## src/rtl/angle_divider.sv

```systemverilog
// Degree-angle range reduction: splits an unsigned angle into quadrant (0..3)
// and residual (0..89) degrees, registered with a one-cycle latency.
module angle_divider #(
    parameter int DATA_WIDTH = 16
) (
    input  logic                  clk,
    input  logic                  reset_n,
    input  logic                  en_divider,
    input  logic [DATA_WIDTH-1:0] data_in,
    output logic [1:0]            quadrant,
    output logic [DATA_WIDTH-1:0] data_out
);

    // A running remainder below 360, shifted left by one bit plus a new bit,
    // stays below 720, so 10 bits cover every input width.
    localparam int RW = 10;

    logic [RW-1:0] r360;
    logic [1:0]    quad_comb;
    logic [6:0]    res_comb;

    // Restoring long division by 360, MSB first; exact for any DATA_WIDTH.
    always_comb begin
        r360 = '0;
        for (int i = DATA_WIDTH - 1; i >= 0; i--) begin
            r360 = {r360[RW-2:0], data_in[i]};
            if (r360 >= RW'(360))
                r360 = r360 - RW'(360);
        end
    end

    // Boundaries at 90/180/270 go to the higher quadrant with residual 0.
    always_comb begin
        quad_comb = 2'd0;
        res_comb  = 7'(r360);
        if (r360 >= RW'(270)) begin
            quad_comb = 2'd3;
            res_comb  = 7'(r360 - RW'(270));
        end else if (r360 >= RW'(180)) begin
            quad_comb = 2'd2;
            res_comb  = 7'(r360 - RW'(180));
        end else if (r360 >= RW'(90)) begin
            quad_comb = 2'd1;
            res_comb  = 7'(r360 - RW'(90));
        end
    end

    // reset_n is active-high despite its name.
    always_ff @(posedge clk or posedge reset_n) begin
        if (reset_n) begin
            quadrant <= 2'd0;
            data_out <= '0;
        end else if (en_divider) begin
            quadrant <= quad_comb;
            data_out <= DATA_WIDTH'(res_comb);
        end
    end

endmodule

```

## config.mk

```make
export PLATFORM = sky130hd
export DESIGN_NAME = angle_divider
export DESIGN_NICKNAME = d
export VERILOG_FILES = /design/src/rtl/angle_divider.sv
export SDC_FILE = /design/constraint.sdc
export NUM_CORES = 1
export LEC_CHECK = 0
export BUFFER_PORTS_ARGS = -buffer_cell sky130_fd_sc_hd__buf_2
export CAP_MARGIN = 20
export CORE_AREA = 5 5 89 91
export CTS_CLUSTER_DIAMETER = 200
export DETAILED_ROUTE_END_ITERATION = 6
export DIE_AREA = 0 0 94 96
export GPL_TIMING_DRIVEN = 0
export HOLD_SLACK_MARGIN = 0.06
export PLACE_DENSITY = 0.83
export SYNTH_ARGS = -nofsm -noshare
export SYNTH_HDL_FRONTEND = slang
export SYNTH_SLANG_ARGS = --single-unit
```

## constraint.sdc

```tcl
create_clock -name clk -period 1.3 [get_ports clk]
set_input_delay 0.26 -clock clk [delete_from_list [all_inputs] [get_ports clk]]
set_output_delay 0.26 -clock clk [all_outputs]
set_load 0.01 [all_outputs]
```

==> metrics.yaml <==
clock-sinks: 9
clk_latency_ns: 0.22
grt_pass1_vias: 4974
syn2layout_area_growth_pct: 42.7
numCtsBuffers: 3
tightest_slew_ns: 0.770
antenna_found_initial: 0
synthArstFlopShare: 1.00
firstDrtPassIters: 6
cts_tree: "yes"
period_needed_ns: 8.23
reg2reg_from: "data_out[5]$_DFFE_PP0P_"
rsz0062_at_grt: "yes"
drv_cap: 0
grt_pass1_wl_um: 23200
crit_fanout: 10
fp.dieH_um: 96
yosysSeqAreaShare: 0.0556
drt_iter0_markers: 874
cp.required_ns: 1.43
min-delay-path-class: "input pin to register"
clockBufferDepth: 2
dieArea_mm2: 0.00902
path_depth: 32
n_antenna_cell: 0
violations: "setup timing"
synth_edf_count: 0
endpoint_kind: "register"
setup_tns_ns: -53.99
syn_inst: 564
grt_overflow: 0
r2r-end: "data_out[5]$_DFFE_PP0P_"
stdcell_count: 761
fillCellCount: 374
start_kind: "input pin"
die_w_um: 94
rrSetupSlack_ns: 0.30
drc: 0
status: "finished with violations"
crit_type: "input pin to register"
ys_types: 100
finalWirelength_um: 18700
crit_path_frequent_cell: "buf_4"
cp.arrival_ns: 8.36
cts_root_buffer: "clkbuf_8"
max_freq_mhz: 122
port_buffers: 20
finish.utilization: 0.819
endpoint: "data_out[4]$_DFFE_PP0P_"
fin_crit_sh: 6.33
place_ws_ns: -7.35
htreeDepth: 1
synth_seq_cells: 9
initial_utilization: 0.574
path_clk_slew_ns: 0.05
final_layout_size_suffix_gt1_frac: 0.399
nNetsFinal: 691
cpPeakStageDelay_ns: 0.59
syn_area_mm2: 0.00405
max_slew_margin: 0.483
grt_usage: 0.306
critical_path_buf_inv_count: 5
crit_family: "compound AO/OA/AOI/OAI gates"
report.final.slew_viol_count: 0
vias_per_cell: 7.83
crit_slowest_cell: "or4_4"
finalHoldViolCount: 0
rr_worst_depth: 2
gp_congestion: 0.971
fin_skew_ns: 0
design.portCount: 37
post_drt_wl_per_cell_um: 24.5
worst_slack_ns: -6.93
drtAntennaViolNets: 0
place_inst: 691
placementRows: 31
num_vias: 5958
syn_avg_cell_area_um2: 7.18
yosysWarnings: 0
startpoint: "data_in[9]"
core-area_mm2: 0.00706
setup_viol: 8
dp_hpwl_um: 9230
synthFlopType: "dfrtp_1"
grt_max_degree: 11
cells by family (layout without fill, tap and decap cells):
| logic type | Yosys count | in the layout | synth area share |
|---|---|---|---|
| compound gates | 214 | 214 | 0.419 |
| xor+xnor | 25 | 25 | 0.0615 |
| fa+ha+maj | 14 | 14 | 0.0405 |
| buf+inv | 57 | 147 | 0.0683 |
| flops | 9 | 9 | 0.0556 |
| mux | 18 | 18 | 0.0491 |
| other cells | 1 | 9 | 0.000926 |
| simple gates | 226 | 226 | 0.305 |
final cells by class:
class	count	area (um2)	share of cell area
inverter	18	80.1	0.0139
tap	99	124	0.0214
multi-input combinational	506	4410	0.764
timing repair buffer	87	638	0.110
clock buffer	4	45.0	0.00779
buffer	38	253	0.0437
sequential	9	225	0.0390
Yosys cell counts, types with 7 or more instances:
cell type  instances  area [um2]
mux2_2             8        90.1
o211ai_1           9        67.6
nand4_1           10        62.6
a21oi_1           33         165
o21ai_0           27         135
a31oi_1           13        81.3
buf_4             13        97.6
nand3_1           21         105
o21a_1            16         120
nor3_1            28         140
clkbuf_1          15        56.3
nor2_1            42         158
o31ai_1            9        67.6
a21o_1             9        67.6
and3_1            11        68.8
and2_1             8        50.1
ha_1               9         113
buf_2             10        50.1
inv_1             15        56.3
a211oi_1           7        52.6
nand2_1           44         165
dfrtp_1            9         225
mux2i_1            8        80.1
xnor2_1           17         149
cells in the final DEF, fill, tap and decap left out, types with 5 or more instances in the layout:
cell       n
inv_1     12
a31oi_1    8
o31ai_1    5
o21a_1    14
nor3_1    17
a21o_1     8
mux2i_1    6
a21oi_4    7
buf_2     23
or3_1      5
o21ai_0   24
nand3_1   19
xnor2_1   13
nor2_1    36
and3_1     9
and2_1     5
nand4_1   10
nor4_1     5
buf_4     72
clkbuf_1  14
nand2_1   37
conb_1     9
buf_6      9
o211ai_1   9
or2_2      5
mux2_2     5
o21ai_1    6
o31a_1     6
a31oi_2    5
nand2_2    5
a21oi_1   24
nor3_2    12
xnor2_4    5
nor2b_1    6
dfrtp_1    9
flip-flops by register name, summed over array words and instances (netlist names):
register,cells
quadrant,2
data_out,7
stage by stage:
stage / hold slack [ns] / instance area (um2)
2_1_floorplan: 0.0879 / 4250
3_3_place_gp: 0.218 / 4480
3_5_place_dp: 0.228 / 4480
4_1_cts: 0.369 / 5260
5_1_grt: 0.384 / 5780
6_report: 0.387 / 5780
worst min path at each step:
stage / start / endpoint / slack (ns) / cells after the start
finish: data_in[0] / data_out[0]$_DFFE_PP0P_ / 0.39 / 2
global route: data_in[0] / data_out[0]$_DFFE_PP0P_ / 0.38 / 2
CTS: data_in[0] / data_out[0]$_DFFE_PP0P_ / 0.37 / 2
detailed placement: reset_n / data_out[3]$_DFFE_PP0P_ / 0.23 / 2
global placement: reset_n / data_out[2]$_DFFE_PP0P_ / 0.22 / 2
floorplan: reset_n / data_out[0]$_DFFE_PP0P_ / 0.09 / 1
metal layers:
layer,up-vias,global-route usage,part of all wire
li1,2392,-,-
met1,2704,0.369,0.34
met2,623,0.557,0.45
met3,239,0.0375,0.12
met4,0,0.110,0.087
met5,-,0,0
repair_timing:
action                     CTS  global route
setup buffers               39            27
resized for setup           82            66
hold buffers                 1             0
hold endpoints to repair     9             0
pin swaps                   39            37
cloned                       1             0
setup endpoints to repair    8             8
Power is left out: the tool's default activity adds up to more than one toggle a clock period on the data nets, which glitch-free logic cannot reach.
